## src/rtl/stack_pkg.sv

```systemverilog
// Shared opcode/state encodings and default sizing for the stack unit.
package stack_pkg;

   localparam int STACK_DATA_W = 8;
   localparam int STACK_DEPTH  = 8;

   typedef enum logic [2:0] {
      OP_NOP  = 3'b000,
      OP_PUSH = 3'b001,
      OP_POP  = 3'b010,
      OP_PEEK = 3'b011,
      OP_DUP  = 3'b100,
      OP_SWAP = 3'b101
   } cmd_op_e;

   typedef enum logic [0:0] {
      IDLE  = 1'b0,
      SWAP2 = 1'b1
   } state_e;

endpackage

```

## src/rtl/stack_unit_if.sv

```systemverilog
// Command/response bundle between a stack client (master) and the stack unit (slave).
interface stack_unit_if
   import stack_pkg::*;
#(
   parameter int DATA_W = STACK_DATA_W,
   parameter int DEPTH  = STACK_DEPTH
);

   logic                       cmd_valid;
   logic                       cmd_ready;
   logic [2:0]                 cmd_op;
   logic [DATA_W-1:0]          wr_data;
   logic [DATA_W-1:0]          rd_data;
   logic                       rd_valid;
   logic [$clog2(DEPTH+1)-1:0] count;
   logic                       full;
   logic                       empty;
   logic                       err;
   logic                       err_clr;

   modport master (
      output cmd_valid, cmd_op, wr_data, err_clr,
      input  cmd_ready, rd_data, rd_valid, count, full, empty, err
   );

   modport slave (
      input  cmd_valid, cmd_op, wr_data, err_clr,
      output cmd_ready, rd_data, rd_valid, count, full, empty, err
   );

endinterface

```

## src/rtl/stack_mem.sv

```systemverilog
// DEPTH x DATA_W register file: one synchronous write port, asynchronous reads of top and top-1.
module stack_mem
   import stack_pkg::*;
#(
   parameter int DATA_W = STACK_DATA_W,
   parameter int DEPTH  = STACK_DEPTH,
   parameter int AW     = $clog2(DEPTH)
) (
   input  logic              clk,
   input  logic              we_i,
   input  logic [AW-1:0]     waddr_i,
   input  logic [DATA_W-1:0] wdata_i,
   input  logic [AW-1:0]     topAddr_i,
   input  logic [AW-1:0]     belowAddr_i,
   output logic [DATA_W-1:0] topData_o,
   output logic [DATA_W-1:0] belowData_o
);

   logic [DATA_W-1:0] mem_q [DEPTH];

   // Storage carries no reset; occupancy tracking in the parent hides stale entries.
   always_ff @(posedge clk) begin
      if (we_i) begin
         mem_q[waddr_i] <= wdata_i;
      end
   end

   assign topData_o   = mem_q[topAddr_i];
   assign belowData_o = mem_q[belowAddr_i];

endmodule

```

## src/rtl/stack_unit.sv

```systemverilog
// LIFO stack with PUSH/POP/PEEK/DUP/SWAP commands and error reporting.
// Define STACK_UNIT_STICKY_ERR_EN for a sticky err cleared by err_clr; otherwise err is a one-cycle pulse.
module stack_unit
   import stack_pkg::*;
#(
   parameter int DATA_W = STACK_DATA_W,
   parameter int DEPTH  = STACK_DEPTH
) (
   input  logic        clk,
   input  logic        rst,
   stack_unit_if.slave bus
);

   localparam int AW = $clog2(DEPTH);
   localparam int CW = $clog2(DEPTH + 1);

   state_e            state_q, state_d;
   logic [CW-1:0]     count_q, count_d;
   logic [DATA_W-1:0] rdData_q, rdData_d;
   logic [DATA_W-1:0] swapTmp_q, swapTmp_d;
   logic              rdValid_q, rdValid_d;
   logic              ready_q, ready_d;
   logic              err_q, err_d;
   logic              errEvent;

   logic              accept;
   logic              isFull, isEmpty;
   logic [AW-1:0]     countIdx, topIdx, belowIdx;
   logic              memWe;
   logic [AW-1:0]     memWaddr;
   logic [DATA_W-1:0] memWdata;
   logic [DATA_W-1:0] topData, belowData;

   assign accept   = bus.cmd_valid & ready_q;
   assign isFull   = (count_q == CW'(DEPTH));
   assign isEmpty  = (count_q == '0);
   assign countIdx = count_q[AW-1:0];
   assign topIdx   = countIdx - AW'(1);
   assign belowIdx = countIdx - AW'(2);

   stack_mem #(
      .DATA_W (DATA_W),
      .DEPTH  (DEPTH),
      .AW     (AW)
   ) u_mem (
      .clk         (clk),
      .we_i        (memWe & rst),
      .waddr_i     (memWaddr),
      .wdata_i     (memWdata),
      .topAddr_i   (topIdx),
      .belowAddr_i (belowIdx),
      .topData_o   (topData),
      .belowData_o (belowData)
   );

   // Command decode. SWAP writes the old top-1 over the top and parks the old top,
   // which SWAP2 then writes into top-1, so one write port suffices.
   always_comb begin
      state_d   = state_q;
      count_d   = count_q;
      rdData_d  = rdData_q;
      rdValid_d = 1'b0;
      swapTmp_d = swapTmp_q;
      ready_d   = ready_q;
      errEvent  = 1'b0;
      memWe     = 1'b0;
      memWaddr  = countIdx;
      memWdata  = bus.wr_data;

      if (state_q == SWAP2) begin
         memWe    = 1'b1;
         memWaddr = belowIdx;
         memWdata = swapTmp_q;
         state_d  = IDLE;
         ready_d  = 1'b1;
      end else if (accept) begin
         case (bus.cmd_op)
            OP_NOP: begin
            end
            OP_PUSH: begin
               if (isFull) begin
                  errEvent = 1'b1;
               end else begin
                  memWe   = 1'b1;
                  count_d = count_q + CW'(1);
               end
            end
            OP_POP, OP_PEEK: begin
               if (isEmpty) begin
                  errEvent = 1'b1;
               end else begin
                  rdData_d  = topData;
                  rdValid_d = 1'b1;
                  if (bus.cmd_op == OP_POP) begin
                     count_d = count_q - CW'(1);
                  end
               end
            end
            OP_DUP: begin
               if (isEmpty || isFull) begin
                  errEvent = 1'b1;
               end else begin
                  memWe    = 1'b1;
                  memWdata = topData;
                  count_d  = count_q + CW'(1);
               end
            end
            OP_SWAP: begin
               if (count_q < CW'(2)) begin
                  errEvent = 1'b1;
               end else begin
                  memWe     = 1'b1;
                  memWaddr  = topIdx;
                  memWdata  = belowData;
                  swapTmp_d = topData;
                  state_d   = SWAP2;
                  ready_d   = 1'b0;
               end
            end
            default: begin
               errEvent = 1'b1;
            end
         endcase
      end

`ifdef STACK_UNIT_STICKY_ERR_EN
      err_d = errEvent | (err_q & ~bus.err_clr);
`else
      err_d = errEvent;
`endif
   end

`ifndef STACK_UNIT_STICKY_ERR_EN
   logic unusedErrClr;
   assign unusedErrClr = bus.err_clr;
`endif

   always_ff @(posedge clk) begin
      if (!rst) begin
         state_q   <= IDLE;
         count_q   <= '0;
         rdData_q  <= '0;
         rdValid_q <= 1'b0;
         swapTmp_q <= '0;
         ready_q   <= 1'b1;
         err_q     <= 1'b0;
      end else begin
         state_q   <= state_d;
         count_q   <= count_d;
         rdData_q  <= rdData_d;
         rdValid_q <= rdValid_d;
         swapTmp_q <= swapTmp_d;
         ready_q   <= ready_d;
         err_q     <= err_d;
      end
   end

   assign bus.cmd_ready = ready_q;
   assign bus.rd_data   = rdData_q;
   assign bus.rd_valid  = rdValid_q;
   assign bus.count     = count_q;
   assign bus.full      = isFull;
   assign bus.empty     = isEmpty;
   assign bus.err       = err_q;

endmodule

```

## src/flat_wrapper.sv

```systemverilog
// flat-port wrapper written by rule: the top's interface ports become plain ports
module stack_unit_flat import stack_pkg::*;
#(
   parameter int DATA_W = STACK_DATA_W,
   parameter int DEPTH  = STACK_DEPTH
)
  (clk, rst, bus_cmd_valid, bus_cmd_op, bus_wr_data, bus_err_clr, bus_cmd_ready, bus_rd_data, bus_rd_valid, bus_count, bus_full, bus_empty, bus_err);
  stack_unit_if #(.DATA_W(DATA_W), .DEPTH(DEPTH)) bus_i ();
  input  logic clk;
  input  logic rst;
  input wire logic [$bits(bus_i.cmd_valid)-1:0] bus_cmd_valid;
  input wire logic [$bits(bus_i.cmd_op)-1:0] bus_cmd_op;
  input wire logic [$bits(bus_i.wr_data)-1:0] bus_wr_data;
  input wire logic [$bits(bus_i.err_clr)-1:0] bus_err_clr;
  output wire logic [$bits(bus_i.cmd_ready)-1:0] bus_cmd_ready;
  output wire logic [$bits(bus_i.rd_data)-1:0] bus_rd_data;
  output wire logic [$bits(bus_i.rd_valid)-1:0] bus_rd_valid;
  output wire logic [$bits(bus_i.count)-1:0] bus_count;
  output wire logic [$bits(bus_i.full)-1:0] bus_full;
  output wire logic [$bits(bus_i.empty)-1:0] bus_empty;
  output wire logic [$bits(bus_i.err)-1:0] bus_err;
  assign bus_i.cmd_valid = bus_cmd_valid;
  assign bus_i.cmd_op = bus_cmd_op;
  assign bus_i.wr_data = bus_wr_data;
  assign bus_i.err_clr = bus_err_clr;
  assign bus_cmd_ready = bus_i.cmd_ready;
  assign bus_rd_data = bus_i.rd_data;
  assign bus_rd_valid = bus_i.rd_valid;
  assign bus_count = bus_i.count;
  assign bus_full = bus_i.full;
  assign bus_empty = bus_i.empty;
  assign bus_err = bus_i.err;
  stack_unit #(.DATA_W(DATA_W), .DEPTH(DEPTH)) u_core (.clk(clk), .rst(rst), .bus(bus_i));
endmodule
```

## config.mk

```make
export PLATFORM = sky130hd
export DESIGN_NAME = stack_unit_flat
export DESIGN_NICKNAME = d
export VERILOG_FILES = /design/src/rtl/stack_pkg.sv /design/src/rtl/stack_unit_if.sv /design/src/rtl/stack_mem.sv /design/src/rtl/stack_unit.sv /design/src/flat_wrapper.sv
export SDC_FILE = /design/constraint.sdc
export NUM_CORES = 1
export LEC_CHECK = 0
export BUFFER_PORTS_ARGS = -buffer_cell sky130_fd_sc_hd__buf_2
export CAP_MARGIN = 10
export CORE_ASPECT_RATIO = 2
export CORE_MARGIN = 2
export CORE_UTILIZATION = 45
export CTS_CLUSTER_SIZE = 30
export DETAILED_ROUTE_END_ITERATION = 6
export GPL_ROUTABILITY_DRIVEN = 0
export PLACE_DENSITY = 0.7
export SETUP_SLACK_MARGIN = 0.15
export SKIP_LAST_GASP = 1
export SLEW_MARGIN = 20
export SYNTH_ARGS = -nofsm -noshare
export SYNTH_HDL_FRONTEND = slang
export SYNTH_HIERARCHICAL = 1
export SYNTH_SLANG_ARGS = --single-unit
```

## constraint.sdc

```tcl
create_clock -name clk -period 8 [get_ports clk]
set_clock_uncertainty 0.2 [all_clocks]
set_input_delay 0.4 -clock clk [delete_from_list [all_inputs] [get_ports clk]]
set_output_delay 0.4 -clock clk [all_outputs]
set_load 0.1 [all_outputs]
```

==> results by group <==
STA
  • Fmax: 229 MHz
  • Final Max Tran Viols: 0
  • Clock period minus worst slack: 4360 ps
  • Setup TNS: 0 ps
  • Final period util: 0.545
  • Hold Fails Final Rpt: 0
  • Slew margin rel.: 0.311
  • Final setup fails: 0
  • Slew @ Worst Pin: 1030 ps
  • RSZ-0062 raised after global routing: no

Floorplan
  • Starting density of the core: 0.461
  • Top Ports: 32
  • Core ar.: 10,100 um^2
  • Placement Rows: 52
  • Die Y-Extent: 148 um
  • Die area: 11,200 um^2
  • Die W: 75.9 um

CTS
  • Setup Fix Bufs, Post-CTS: 0
  • CTS Buf Count: 9
  • Clock Sinks: 88
  • CTS tree: yes
  • Number of H-tree levels: 3
  • Clk root buf: clkbuf_16
  • CTS max path bufs: 2
  • Post-CTS Hold Buffers: 0
  • Clock Latency Late Sink: 340 ps
  • CTS-repair resized insts: 0
  • Clock edge transition at the registers on the reported setup and hold paths: 60 ps

Placement
  • IO Port Bufs: 30
  • Placed Instances: 471
  • Placed Area: 4890 um^2
  • HPWL after detailed placement: 7.12 mm

Logic synthesis
  • Most common cell in the netlist: edfxtp_1
  • Largest family of logic cells by synthesized area: multiplexers
  • Synth top area share: 0.413
  • Post-synth top flop: edfxtp_1
  • Count of state elements after synthesis: 88
  • Post-Synth Adder-Cell Area: 0.0151
  • Synth Area in XOR/XNOR: 0.00941
  • Synth top area cells: edfxtp_1 41%, mux4_1 16%, dfxtp_1 10%
  • Synth Cell Area: 4650 um^2
  • Synth warnings: 6
  • Mapped Cells: 324
  • Synth area leader: edfxtp_1
  • Multiplexer share of the synthesized area: 0.260
  • Register area share after synthesis: 0.516
  • Synthesized area per cell: 14.4 um^2
  • Commonest cells in the synthesized netlist: 64 x edfxtp_1, 29 x mux4_1, 27 x nand2_1
  • Distinct cells, synth: 55
  • Syn_nets: 344
  • Ys async rst share: 0
  • Post-synth EDFFs: 64
  • Synth Area in Compound Gates: 0.0592
  • Simple-gate share of the synthesized area: 0.103

GRT
  • Largest net degree at the start of global routing: 24
  • Antenna violations before repair: 0
  • First-pass GRT wire length: 15.6 mm
  • Vias in the first global route: 2,998
  • GRT Residual Overflow: 0
  • Global-route usage over all layers: 0.186

Routing
  • Vias post-DR: 2,921
  • Via-to-Cell Ratio: 6.00
  • Final wirelength: 9.97 mm
  • Avg WL per Cell: 20.5 um
  • Post-DRT Antenna Nets: 0
  • DRC viols: 0
  • Drt first pass iters: 4
  • Initial DRC count: 168

Critical path
  • R2r setup slk: 3640 ps
  • Reg-to-Reg Start: u_core/bus.count[0]
  • Worst setup path endpoint: u_core/u_mem/mem_q[4][7]
  • Critical path origin: u_core/bus.count[0]
  • Startpoint Class: flip-flop
  • CP max FO: 21
  • Critical path data arrival time: 4230 ps
  • R2R depth: 9
  • WP data required: 7860 ps
  • Critical path capture point type: flip-flop
  • R2r endpoint: u_core/u_mem/mem_q[4][7]
  • Setup CP Type: flip-flop to flip-flop

Pwr
  • Logic pwr share: 0.106
  • Power, Total: 0.991 mW
  • Static leakage: 1.85 nW
  • Reg power frac: 0.499
  • Sw frac: 0.241
  • Net switching power: 0.239 mW
  • Maximum vdd drop: 0.0998 mV
  • Power Dens Cells: 192 nW/um^2
  • Clk pwr share: 0.395
  • Internal power: 0.752 mW

Final layout
  • # diodes: 0
  • Share of cells above drive strength 1: 0.222
  • Final Util: 0.513
  • Area grow syn2layout: 11.1%
  • Non-Filler Instances: 487
  • Final instance area: 5170 um^2
  • NumNets Final: 367

Run
  • Max Cap Viol: 0

Worst hold path
  • HP Start: bus_cmd_valid
  • Hold Crit Class: primary input to flip-flop

Status
  • Status: finished clean
## cell families (layout without fill, tap and decap cells)
| family | Yosys count | in the layout |
|---|---|---|
| AO/OA/AOI/OAI | 36 | 36 |
| multiplexers | 68 | 68 |
| flip-flops | 88 | 88 |
| adder cells (fa/ha/maj) | 5 | 5 |
| buffers and inverters | 29 | 57 |
| XOR/XNOR | 5 | 5 |
| AND/OR/NAND/NOR | 93 | 93 |
## layer usage
metal | vias up | global-route usage | share of wire
met2 | 74 | 0.349 | 0.55
met4 | 0 | 0.101 | 0.028
met3 | 21 | 0.0397 | 0.035
met1 | 1484 | 0.189 | 0.38
li1 | 1342 | - | -
met5 | - | 0 | 0
## how the worst min path moves through the flow
stage                     slack, ps  cells past startpoint               endpoint
final                           200                      3   u_core/bus.cmd_ready
after global routing            210                      3   u_core/bus.cmd_ready
after CTS                       190                      3   u_core/bus.cmd_ready
after detailed placement        280                      2  u_core/bus.rd_data[7]
after global placement          270                      2  u_core/bus.rd_data[1]
after floorplan                 260                      2    u_core/swapTmp_q[0]
## cell type report
| cell class | instances | area [um^2] |
|---|---|---|
| Clock buffer | 11 | 243 |
| Clock inverter | 5 | 40.0 |
| Fill cell | 817 | 4910 |
| Inverter | 8 | 30.0 |
| Multi-Input combinational cell | 207 | 2110 |
| Sequential cell | 88 | 2400 |
| Tap cell | 135 | 169 |
| Timing Repair Buffer | 33 | 173 |
## power groups by stage
stage,clock (mW),sequential (mW),combinational (mW)
detailed placement,0,0.505,0.104
finish,0.391,0.495,0.105
CTS,0.402,0.495,0.105
floorplan,0,0.514,0.0737
global route,0.423,0.495,0.112
global placement,0,0.504,0.103
## critical path, cell delays in order (launching register included)
cell	delay, ps
dfxtp_1	300
buf_4	220
inv_1	740
ha_1	360
xor2_2	740
mux4_1	460
mux2_2	330
nor4b_1	160
or3_1	370
o221a_2	190
## metrics by stage
step           worst slack [ps]  hold WS [ps]
4_1_cts                    3630           191
2_1_floorplan              4000           260
5_1_grt                    3350           208
6_report                   3640           201
3_5_place_dp               3660           276
3_3_place_gp               3650           269
## state kept, by name (all words and copies together) (netlist names)
register              count
u_core/u_mem/mem_q       64
u_core/bus.rd_data        8
u_core/swapTmp_q          8
u_core/bus.count          4
u_core/bus.cmd_ready      1
u_core/bus.err            1
u_core/bus.rd_valid       1
u_core/state_q            1
## cell usage in the layout, fill, tap and decap left out, drive strengths merged, types with 2 or more instances in the layout
| cell type | synthesis | routed |
|---|---|---|
| and2 | 2 | 2 |
| ha | 4 | 4 |
| nor3b | 5 | 5 |
| clkinv | 1 | 4 |
| xor2 | 2 | 2 |
| nor2 | 25 | 25 |
| dfxtp | 24 | 24 |
| xnor2 | 3 | 3 |
| inv | 7 | 9 |
| a22oi | 6 | 6 |
| mux2 | 16 | 16 |
| or3 | 2 | 2 |
| nand2 | 27 | 27 |
| edfxtp | 64 | 64 |
| buf | 14 | 33 |
| a211oi | 2 | 2 |
| nor2b | 3 | 3 |
| nor4b | 3 | 3 |
| o21ai | 5 | 5 |
| mux2i | 20 | 20 |
| a21oi | 4 | 4 |
| nor3 | 8 | 8 |
| mux4 | 32 | 32 |
| o211ai | 2 | 2 |
| o221ai | 8 | 8 |
| nand2b | 7 | 7 |
| clkbuf | 7 | 11 |
| nor4 | 2 | 2 |
| nand3 | 3 | 3 |
(Power assumes the default switching activity.)
